[src/rtl/ctr_mon_pkg.sv]
// Shared types and constants for the counter match monitor.
package ctr_mon_pkg;

    localparam int unsigned CTR_WIDTH  = 4;
    localparam int unsigned WRAP_WIDTH = 8;

    localparam logic [CTR_WIDTH-1:0] ALL_ONES = '1;

    typedef enum logic [1:0] {
        IDLE        = 2'd0,
        COUNT_WRAPS = 2'd1,
        WAIT_MATCH  = 2'd2,
        DONE        = 2'd3
    } mon_state_t;

endpackage

[src/rtl/ctr_seq_checker.sv]
// Tracks the previous counter sample and flags wraps and non-+1 steps.
module ctr_seq_checker
    import ctr_mon_pkg::*;
#(
    parameter int unsigned WIDTH = CTR_WIDTH
) (
    input  logic             clk,
    input  logic             rst,
    input  logic             load,
    input  logic [WIDTH-1:0] ctr,
    output logic             prev_valid,
    output logic             wrap_hit,
    output logic             err_hit
);

    localparam logic [WIDTH-1:0] CTR_MAX = '1;

    logic [WIDTH-1:0] prev_ctr;
    logic [WIDTH-1:0] expected;
    logic             load_d;
    logic             checked;

    always_ff @(posedge clk) begin
        if (rst) begin
            prev_ctr   <= '0;
            load_d     <= 1'b0;
            prev_valid <= 1'b0;
        end else begin
            prev_ctr   <= ctr;
            load_d     <= load;
            prev_valid <= 1'b1;
        end
    end

    // A sample right after a load is the loaded value, so it is never judged.
    always_comb begin
        checked  = prev_valid && !load_d;
        expected = prev_ctr + WIDTH'(1);
        wrap_hit = checked && (prev_ctr == CTR_MAX) && (ctr == '0);
        err_hit  = checked && (ctr != expected);
    end

endmodule

[src/rtl/ctr_match_monitor.sv]
// Watches a loadable counter: reports wraps, sequence errors and an armed
// "N wraps then match value" trigger.
module ctr_match_monitor
    import ctr_mon_pkg::*;
#(
    parameter int unsigned WIDTH  = CTR_WIDTH,
    parameter int unsigned WRAP_W = WRAP_WIDTH
) (
    input  logic              clk,
    input  logic              rst,
    input  logic              load,
    input  logic [WIDTH-1:0]  ctr,
    input  logic              arm,
    input  logic [WIDTH-1:0]  cmp_val,
    input  logic [WRAP_W-1:0] wrap_goal,
    input  logic              clr_err,
    output logic              wrap_pulse,
    output logic              match_pulse,
    output logic              busy,
    output logic              done,
    output logic [WRAP_W-1:0] wrap_count,
    output logic              seq_err
);

    localparam logic [WRAP_W-1:0] WRAP_MAX = '1;

    mon_state_t        state, state_nxt;
    logic [WIDTH-1:0]  cmp_lat;
    logic [WRAP_W-1:0] goal_lat;
    logic [WRAP_W-1:0] wrap_inc;
    logic              prev_valid;
    logic              wrap_hit;
    logic              err_hit;
    logic              latch_arm;
    logic              match_hit;

    ctr_seq_checker #(.WIDTH(WIDTH)) u_checker (
        .clk        (clk),
        .rst        (rst),
        .load       (load),
        .ctr        (ctr),
        .prev_valid (prev_valid),
        .wrap_hit   (wrap_hit),
        .err_hit    (err_hit)
    );

    always_comb begin
        state_nxt = state;
        latch_arm = 1'b0;
        match_hit = 1'b0;
        wrap_inc  = (wrap_count == WRAP_MAX) ? wrap_count : wrap_count + WRAP_W'(1);
        case (state)
            IDLE, DONE: begin
                if (arm) begin
                    latch_arm = 1'b1;
                    state_nxt = (wrap_goal == '0) ? WAIT_MATCH : COUNT_WRAPS;
                end
            end
            COUNT_WRAPS: begin
                if (wrap_hit && (wrap_inc == goal_lat)) begin
                    state_nxt = WAIT_MATCH;
                end
            end
            WAIT_MATCH: begin
                if (prev_valid && (ctr == cmp_lat)) begin
                    match_hit = 1'b1;
                    state_nxt = DONE;
                end
            end
            default: state_nxt = IDLE;
        endcase
    end

    always_ff @(posedge clk) begin
        if (rst) begin
            state       <= IDLE;
            cmp_lat     <= '0;
            goal_lat    <= '0;
            wrap_count  <= '0;
            wrap_pulse  <= 1'b0;
            match_pulse <= 1'b0;
            seq_err     <= 1'b0;
        end else begin
            state       <= state_nxt;
            wrap_pulse  <= wrap_hit;
            match_pulse <= match_hit;
            // A fresh error outranks a simultaneous clear.
            if (err_hit) begin
                seq_err <= 1'b1;
            end else if (clr_err) begin
                seq_err <= 1'b0;
            end
            if (latch_arm) begin
                cmp_lat    <= cmp_val;
                goal_lat   <= wrap_goal;
                wrap_count <= '0;
            end else if ((state == COUNT_WRAPS) && wrap_hit) begin
                wrap_count <= wrap_inc;
            end
        end
    end

    always_comb begin
        busy = (state == COUNT_WRAPS) || (state == WAIT_MATCH);
        done = (state == DONE);
    end

endmodule

[config.mk]
export PLATFORM = sky130hd
export DESIGN_NAME = ctr_match_monitor
export DESIGN_NICKNAME = d
export VERILOG_FILES = /design/src/rtl/ctr_mon_pkg.sv /design/src/rtl/ctr_seq_checker.sv /design/src/rtl/ctr_match_monitor.sv
export SDC_FILE = /design/constraint.sdc
export NUM_CORES = 1
export LEC_CHECK = 0
export BUFFER_PORTS_ARGS = -buffer_cell sky130_fd_sc_hd__buf_2
export CAP_MARGIN = 25
export CORE_MARGIN = 2
export CORE_UTILIZATION = 54
export CTS_CLUSTER_DIAMETER = 50
export DETAILED_ROUTE_END_ITERATION = 6
export PLACE_DENSITY = 0.79
export SLEW_MARGIN = 20
export SYNTH_ARGS = -nofsm -noshare
export SYNTH_HDL_FRONTEND = slang
export SYNTH_SLANG_ARGS = --single-unit
[constraint.sdc]
create_clock -name clk -period 2.4 [get_ports clk]
set_input_delay 0.12 -clock clk [delete_from_list [all_inputs] [get_ports clk]]
set_output_delay 0.12 -clock clk [all_outputs]
set_load 0.1 [all_outputs]
==> impl_metrics.ini, run 1 <==
[clock_tree]
cts_made_buffers = 5
path_clk_slew_ns = 0.11
root_buffer = clkbuf_4
clock-sinks = 31
clockBufferDepth = 2
cts_max_level = 2
cts_tree = built
postCtsSetupBuffers = 0
worstSkewPairLatency_ns = 0.34

[layout]
syn2layout_area_growth_pct = 14.1
nets = 274
final_util_pct = 64.7
drive_gt1_share_pct = 21.7
n_fill_cell = 291
layout_common_cells = 36 x nand2_1, 33 x buf_2, 23 x dfxtp_1
final_common_cell = nand2_1
n_antenna_cell = 0

[global_route]
use_met3_pct = 6.40
grt_use_met1_pct = 31.9
grt-ovfl-total = 0
antenna_found_initial = 0
met2_usage_pct = 34.7
grtUsageTotal_pct = 23.2
grt_max_degree = 22
grt_pass1_vias = 1391
busiest_layer = met2
grt_pass1_wl_um = 6250

[synth]
async_flop_share_pct = 0
ys_ff_latch = 31
yosysTopAreaCell = dfxtp_1
synth_compound_area_share_pct = 12.6
synth_top_area_share_pct = 35.8
synth_edf_count = 0
synth_adder_area_share_pct = 3.61
syn-num-nets = 242
yosys.area_share.simple_pct = 32.9
syn_area_sq_um = 1730
ys.flop_type = dfxtp_1
ys_warn_count = 0
avgSynthCellArea_sq_um = 8.02
synth_cells = 216
synthTopCellsByArea = dfxtp_1 36%, nand2_1 7.8%, xnor2_1 6.1%, a21oi_1 5.8%, ha_1 3.6%
ys_seq_area_share_pct = 35.8
synthXorXnorAreaFrac_pct = 9.61
synth_top_family_by_area = simple AND/OR/NAND/NOR gates
ys_types = 43
synth_mux_area_share_pct = 0.578

[job]
drv_cap = 0

[power_and_ir_drop]
vdd_drop_max_mv = 0.451
powerDensity_nw_per_um2 = 752
leakage_nw = 0.805

[timing]
setup_tns_ns = 0
slew_headroom_pct = 67.4
max_freq_mhz = 452
worstMarginPinSlew_ns = 0.493
slew_viol_final = 0
layout_min_cycle_time_ns = 2.21
setup_viol = 0
finalCritPeriodShare_pct = 92.1
hold_viol = 0
rsz0062_at_grt = no
fin_skew_ns = 0.0184

[critical_path]
crit_type = reg -> reg
crit_fanout = 9
cp-endpoint = state[1]$_SDFFE_PP0P_
critPathArrivalTime_ns = 2.44
path_cells = ha_1 -> nand3_1 -> nor3_1 -> nor3_1 -> o31ai_1 -> and4bb_1 -> o221ai_1
reg2reg_from = wrap_count[0]$_SDFFE_PP0P_
crit_path_end_kind = register
rrSetupSlack_ns = 0.19
worstSetupStartpointType = register
worstPathRequired_ns = 2.63
worst_path_most_repeated_cell = nor3_1
r2r_end = state[1]$_SDFFE_PP0P_
r2r_cells = 7
startpoint = wrap_count[0]$_SDFFE_PP0P_
worst_path_max_delay_cell = o31ai_1
cp_slowest_stage_delay_ns = 0.41

[floorplan]
start_util_pct = 56.7
ios = 34
die_h_um = 60.6
num_rows = 20
die_w_um = 60.6
coreArea_sq_um = 3050
dieArea_sq_um = 3680

[place]
place_congestion = 0.907
post-dp-hpwl_um = 2810
portBuffers = 33

[detailed_routing]
remaining_drc_errors = 0
via_per_inst = 5.47
dr.pass1.iters = 4
routed_wl_um = 3820
wire_per_inst_um = 13.0
vias = 1604
dr.first_iter.drc_count = 89
antenna_left = 0

[outcome]
status = finished, final reports clean

[hold_path]
hold_path_class = in -> reg
-- cells by family after synthesis --
kind of cell,Yosys count
simple gates,106
compound gates,37
flops,31
xor+xnor,19
buf+inv,17
fa+ha+maj,5
mux,1
-- final cells by class --
| class | instances | area [sq um] | area share (%) |
|---|---|---|---|
| clock inverter | 2 | 12.5 | 0.633 |
| sequential | 31 | 631 | 31.9 |
| multi-input combinational | 168 | 1030 | 52.0 |
| clock buffer | 6 | 41.3 | 2.09 |
| inverter | 7 | 26.3 | 1.33 |
| timing repair buffer | 35 | 183 | 9.25 |
| tap | 44 | 55.1 | 2.79 |
-- cells in the mapped netlist (2+ instances only) --
| cell | number |
|---|---|
| a21oi_1 | 20 |
| a31oi_1 | 4 |
| and2_1 | 2 |
| and2b_1 | 2 |
| and3_1 | 4 |
| and4_2 | 2 |
| and4bb_1 | 2 |
| buf_4 | 3 |
| clkbuf_1 | 5 |
| dfxtp_1 | 31 |
| ha_1 | 5 |
| inv_1 | 7 |
| nand2_1 | 36 |
| nand2b_1 | 3 |
| nand3_1 | 12 |
| nand4_1 | 3 |
| nor2_1 | 11 |
| nor2b_1 | 5 |
| nor3_1 | 6 |
| nor3b_1 | 2 |
| nor4_1 | 5 |
| o21ai_0 | 4 |
| o221ai_1 | 2 |
| or2b_1 | 4 |
| xnor2_1 | 12 |
| xor2_1 | 7 |
-- layer usage --
metal  vias to the layer above  part of all wire (%)
li1                        811                     -
met1                       719                    47
met2                        64                    44
met3                        10                   6.9
met4                         0                   2.0
met5                         -                     0
-- worst max-delay path, delay by kind of cell, from the launching register on --
family                     cells  cell delay (ns)
and+or+nand+nor                4             0.84
AOI/OAI and AO/OA              2             0.54
DFF                            1             0.40
adders and majority gates      1             0.33
-- repair_timing --
item,4_1_cts,5_1_grt
hold buffers,1,0
hold endpoints to repair,1,0
resized for setup,0,0
-- state kept, by name, indices dropped and copies added (netlist names) --
signal	cells
goal_lat	8
wrap_count	8
cmp_lat	4
u_checker.prev_ctr	4
state	2
match_pulse	1
seq_err	1
u_checker.load_d	1
u_checker.prev_valid	1
wrap_pulse	1
-- how the worst min path moves through the flow --
stage,from,to,slack [ns],depth (start not counted)
after floorplan,rst,u_checker.prev_valid$_DFF_P_,0.24,1
after global placement,load,u_checker.load_d$_SDFF_PP0_,0.33,2
after detailed placement,load,u_checker.load_d$_SDFF_PP0_,0.34,2
after CTS,cmp_val[2],cmp_lat[2]$_SDFFE_PP0P_,0.005,3
after global routing,cmp_val[3],cmp_lat[3]$_SDFFE_PP0P_,0.0002,3
final,cmp_val[3],cmp_lat[3]$_SDFFE_PP0P_,0.009,3
-- where the power goes --
part | internal, mW | leakage, nW | switching [mW]
registers | 0.575 | 0.258 | 0.0484
logic | 0.185 | 0.518 | 0.372
clock network | 0.113 | 0.0282 | 0.192
total | 0.874 | 0.805 | 0.613
-- metrics by stage --
step	cell area, sq um	hold WS (ns)	std cells	total power, mW	setup slack, ns
2_1_floorplan	1740	0.241	216	1.07	0.0984
3_3_place_gp	1910	0.333	284	1.18	0.337
3_5_place_dp	1910	0.336	284	1.19	0.239
4_1_cts	1980	0.00524	293	1.49	0.235
5_1_grt	1980	0.000226	293	1.59	0.00673
6_report	1980	0.00879	293	1.49	0.189
No activity file was read; power rests on OpenSTA's default activity.
==> run 2: changes to the inputs <==
--- a/config.mk
+++ b/config.mk
@@ -8,10 +8,11 @@
 export BUFFER_PORTS_ARGS = -buffer_cell sky130_fd_sc_hd__buf_2
 export CAP_MARGIN = 25
 export CORE_MARGIN = 2
-export CORE_UTILIZATION = 54
+export CORE_UTILIZATION = 45
+export CTS_BUF_LIST = sky130_fd_sc_hd__clkbuf_4 sky130_fd_sc_hd__clkbuf_8 sky130_fd_sc_hd__clkbuf_16
 export CTS_CLUSTER_DIAMETER = 50
 export DETAILED_ROUTE_END_ITERATION = 6
-export PLACE_DENSITY = 0.79
+export PLACE_DENSITY = 0.68
 export SLEW_MARGIN = 20
 export SYNTH_ARGS = -nofsm -noshare
 export SYNTH_HDL_FRONTEND = slang
==> impl_metrics.ini, run 2 (synthesis gave the netlist of run 1 again) <==
[layout]
drive_gt1_share_pct = 22.2
syn2layout_area_growth_pct = 16.7
final_common_cell = nand2_1
final_util_pct = 54.8
layout_common_cells = 36 x nand2_1, 33 x buf_2, 23 x dfxtp_1
n_antenna_cell = 0
n_fill_cell = 377
reg_top3 = goal_lat: 8 flops, wrap_count: 8 flops
fin_area_sq_um = 2020
nets = 273

[clock_tree]
worstSkewPairLatency_ns = 0.29
postCtsSetupBuffers = 0
clock-sinks = 31
hold_buffers = 0
clockBufferDepth = 2
cts_tree = built
cts_made_buffers = 5
cts_max_level = 2
root_buffer = clkbuf_8
path_clk_slew_ns = 0.07
ctsResizeCount = 0

[floorplan]
num_rows = 22
die_h_um = 66.0
ios = 34
coreArea_sq_um = 3690
dieArea_sq_um = 4360
start_util_pct = 46.9
die_w_um = 66.0

[global_route]
grt_max_degree = 22
grt_pass1_wl_um = 6190
grt_pass1_vias = 1313
grtUsageTotal_pct = 19.0
grt-ovfl-total = 0
antenna_found_initial = 0

[timing]
layout_min_cycle_time_ns = 2.16
worstMarginPinSlew_ns = 0.488
hold_viol = 0
rsz0062_at_grt = no
fin_skew_ns = 0.00764
slew_headroom_pct = 67.7
setup_viol = 0
finalCritPeriodShare_pct = 89.8
setup_tns_ns = 0
slew_viol_final = 0
max_freq_mhz = 464
holdWs_ns = 0.0465

[critical_path]
cp_slowest_stage_delay_ns = 0.39
path_cells = ha_1 -> nand3_1 -> nor3_1 -> nor3_1 -> o31ai_1 -> and4bb_1 -> o221ai_1
crit_path_end_kind = register
critPathArrivalTime_ns = 2.33
crit_fanout = 9
worstPathRequired_ns = 2.57
rrSetupSlack_ns = 0.24
r2r_cells = 7
r2r_end = state[1]$_SDFFE_PP0P_
reg2reg_from = wrap_count[0]$_SDFFE_PP0P_
worstSetupStartpointType = register
worst_path_max_delay_cell = dfxtp_2
worst_path_most_repeated_cell = nor3_1
crit_type = reg -> reg

[detailed_routing]
antenna_left = 0
via_per_inst = 5.27
routed_wl_um = 3730
vias = 1559
wire_per_inst_um = 12.6
remaining_drc_errors = 0
dr.first_iter.drc_count = 105
dr.pass1.iters = 4

[place]
post-dp-hpwl_um = 2810
dpl_cell_area_sq_um = 1920
portBuffers = 33
place_congestion = 0.827

[hold_path]
hold_start = load
worstHoldPathCells = 2
hold-path-endpoint = u_checker.load_d$_SDFF_PP0_
hold_path_class = in -> reg

[job]
drv_cap = 0

[power_and_ir_drop]
vdd_drop_max_mv = 0.446
powerDensity_nw_per_um2 = 810
leakage_nw = 0.823
power_mw = 1.64

[outcome]
status = finished, final reports clean
## run 2: worst max-delay path by stage
stage                          startpoint                     to  cells past startpoint
6_report       wrap_count[0]$_SDFFE_PP0P_  state[1]$_SDFFE_PP0P_                      7
5_1_grt             state[0]$_SDFFE_PP0P_  state[0]$_SDFFE_PP0P_                      8
4_1_cts        wrap_count[0]$_SDFFE_PP0P_  state[1]$_SDFFE_PP0P_                      7
3_5_place_dp   wrap_count[0]$_SDFFE_PP0P_  state[1]$_SDFFE_PP0P_                      7
3_3_place_gp   wrap_count[0]$_SDFFE_PP0P_  state[1]$_SDFFE_PP0P_                      7
2_1_floorplan  wrap_count[0]$_SDFFE_PP0P_  state[0]$_SDFFE_PP0P_                      8
## run 2: power breakdown
group,leakage [nW],internal [mW],switching [mW]
Combinational,0.514,0.184,0.366
Sequential,0.258,0.576,0.0492
Clock,0.0505,0.261,0.201
## run 2: critical path: cells and delay by family (launching register included)
kind,cells,cell delay [ns]
simple gates,4,0.81
flops,1,0.39
compound gates,2,0.50
fa+ha+maj,1,0.34
## run 2: layout make-up
type	count	area (sq um)	area share [%]
Clock buffer	7	96.3	4.77
Clock inverter	1	7.51	0.372
Inverter	7	26.3	1.30
Multi-Input combinational cell	168	1030	50.8
Sequential cell	31	631	31.2
Tap cell	48	60.1	2.97
Timing Repair Buffer	34	173	8.54
## run 2: per-stage QoR
step           cells  worst slack (ns)
3_5_place_dp     288             0.230
4_1_cts          296             0.234
2_1_floorplan    216            0.0984
5_1_grt          296            0.0144
3_3_place_gp     288             0.304
6_report         296             0.245
## run 2: metal layers
layer	GRT usage (%)	routed length [um]	share of wire (%)
met3	5.28	248	6.6
met2	27.0	1620	43
met4	7.65	76	2.0
met1	27.0	1790	48
met5	0	0	0
==> run 3: changes to the inputs <==
--- a/config.mk
+++ b/config.mk
@@ -12,7 +12,7 @@
 export CTS_BUF_LIST = sky130_fd_sc_hd__clkbuf_4 sky130_fd_sc_hd__clkbuf_8 sky130_fd_sc_hd__clkbuf_16
 export CTS_CLUSTER_DIAMETER = 50
 export DETAILED_ROUTE_END_ITERATION = 6
-export PLACE_DENSITY = 0.68
+export PLACE_DENSITY = 0.66
 export SLEW_MARGIN = 20
 export SYNTH_ARGS = -nofsm -noshare
 export SYNTH_HDL_FRONTEND = slang
==> impl_metrics.ini, run 3 (synthesis gave the netlist of run 1 again) <==
[timing]
slew_viol_final = 0
postLayoutSetupSlackWorst_ns = 0.203
worstMarginPinSlew_ns = 0.486
setup_viol = 0
rsz0062_at_grt = no
hold_viol = 0
slew_headroom_pct = 67.8
finalCritPeriodShare_pct = 91.5
fin_skew_ns = 0.00578
setup_tns_ns = 0
layout_min_cycle_time_ns = 2.20
max_freq_mhz = 455
holdWs_ns = 0.0427

[power_and_ir_drop]
swShare_pct = 37.4
p_clk_share_pct = 27.8
powerDensity_nw_per_um2 = 807
p_switching_uw = 609
vdd_drop_max_mv = 0.420
leakage_nw = 0.823
seqPwrFrac_pct = 38.4
power_mw = 1.63
combPwrFrac_pct = 33.8
p_int_mw = 1.02

[critical_path]
crit_path_end_kind = register
crit_type = reg -> reg
crit_fanout = 9
critPathArrivalTime_ns = 2.40
worstPathRequired_ns = 2.60
worstSetupStartpointType = register

[global_route]
busiest_layer = met2
use_met3_pct = 4.77
antenna_found_initial = 0
grt_use_met1_pct = 26.6
grtUsageTotal_pct = 19.7
grt-ovfl-total = 0
grt_pass1_vias = 1389
grt_max_degree = 22
met2_usage_pct = 30.6
grt_pass1_wl_um = 6560

[clock_tree]
clockBufferDepth = 2
ctsResizeCount = 0
cts_tree = built
root_buffer = clkbuf_8
path_clk_slew_ns = 0.07
cts_max_level = 2
worstSkewPairLatency_ns = 0.28
cts_made_buffers = 5
clock-sinks = 31
hold_buffers = 0
postCtsSetupBuffers = 0

[detailed_routing]
vias = 1559
dr.first_iter.drc_count = 106
wire_per_inst_um = 13.1
remaining_drc_errors = 0
routed_wl_um = 3870
antenna_left = 0
via_per_inst = 5.27
dr.pass1.iters = 4

[hold_path]
hold_path_class = in -> reg

[floorplan]
start_util_pct = 46.9
die_w_um = 66.0
die_h_um = 66.0
ios = 34
coreArea_sq_um = 3690
dieArea_sq_um = 4360
num_rows = 22

[layout]
final_common_cell = nand2_1
syn2layout_area_growth_pct = 16.7
n_fill_cell = 380
multi_input_area_sq_um = 1030
layout_common_cells = 36 x nand2_1, 33 x buf_2, 23 x dfxtp_1
n_antenna_cell = 0
nets = 273
reg_top3 = goal_lat: 8 flops, wrap_count: 8 flops
drive_gt1_share_pct = 22.2
regArea_sq_um = 631

[place]
place_congestion = 0.898
portBuffers = 33
post-dp-hpwl_um = 2910
dpl_worst_slack_ns = 0.258

[job]
drv_cap = 0

[outcome]
status = finished, final reports clean
==> run 3: cell counts in the layout (fill, tap and decap cells not counted) <==
Identical to the previous run, type by type.
==> run 3: layout make-up <==
cell class	instances	area share [%]
Inverter	7	1.30
Timing Repair Buffer	34	8.54
Multi-Input combinational cell	168	50.8
Sequential cell	31	31.2
Clock inverter	1	0.372
Tap cell	48	2.97
Clock buffer	7	4.77
==> run 3: power groups by stage <==
stage	clock, mW	combinational [mW]	sequential, mW
floorplan	0	0.433	0.634
global placement	0	0.551	0.635
detailed placement	0	0.552	0.638
CTS	0.463	0.554	0.626
global route	0.496	0.607	0.635
finish	0.453	0.551	0.625
==> run 3: final timing paths <==
kind,from,slack [ns],to,cells past startpoint
worst max register to register,wrap_count[0]$_SDFFE_PP0P_,0.20,state[1]$_SDFFE_PP0P_,7
worst min-delay path,load,0.04,u_checker.load_d$_SDFF_PP0_,2
worst max-delay path,wrap_count[0]$_SDFFE_PP0P_,0.20,state[1]$_SDFFE_PP0P_,7
worst min register to register,cmp_lat[0]$_SDFFE_PP0P_,0.47,cmp_lat[0]$_SDFFE_PP0P_,2
==> run 3: stage by stage <==
step,std cells,instance area (sq um),util [%]
final,296,2020,54.8
after global routing,296,2020,54.8
after CTS,296,2020,54.8
after detailed placement,288,1920,52.0
after global placement,288,1920,52.0
after floorplan,216,1740,-
==> run 3: routing by layer <==
layer / vias to the layer above / part of all wire (%)
met5: - / 0
met4: 0 / 1.3
met3: 4 / 4.7
met2: 45 / 44
met1: 702 / 50
li1: 808 / -
==> run 3: critical path, stage by stage, from the launching register on <==
cell and delay (ns):
dfxtp_2 0.40, ha_1 0.36, nand3_1 0.23, nor2_1 0.28, a21oi_1 0.06, and4bb_1 0.27, or3b_1 0.37, o221ai_1 0.15
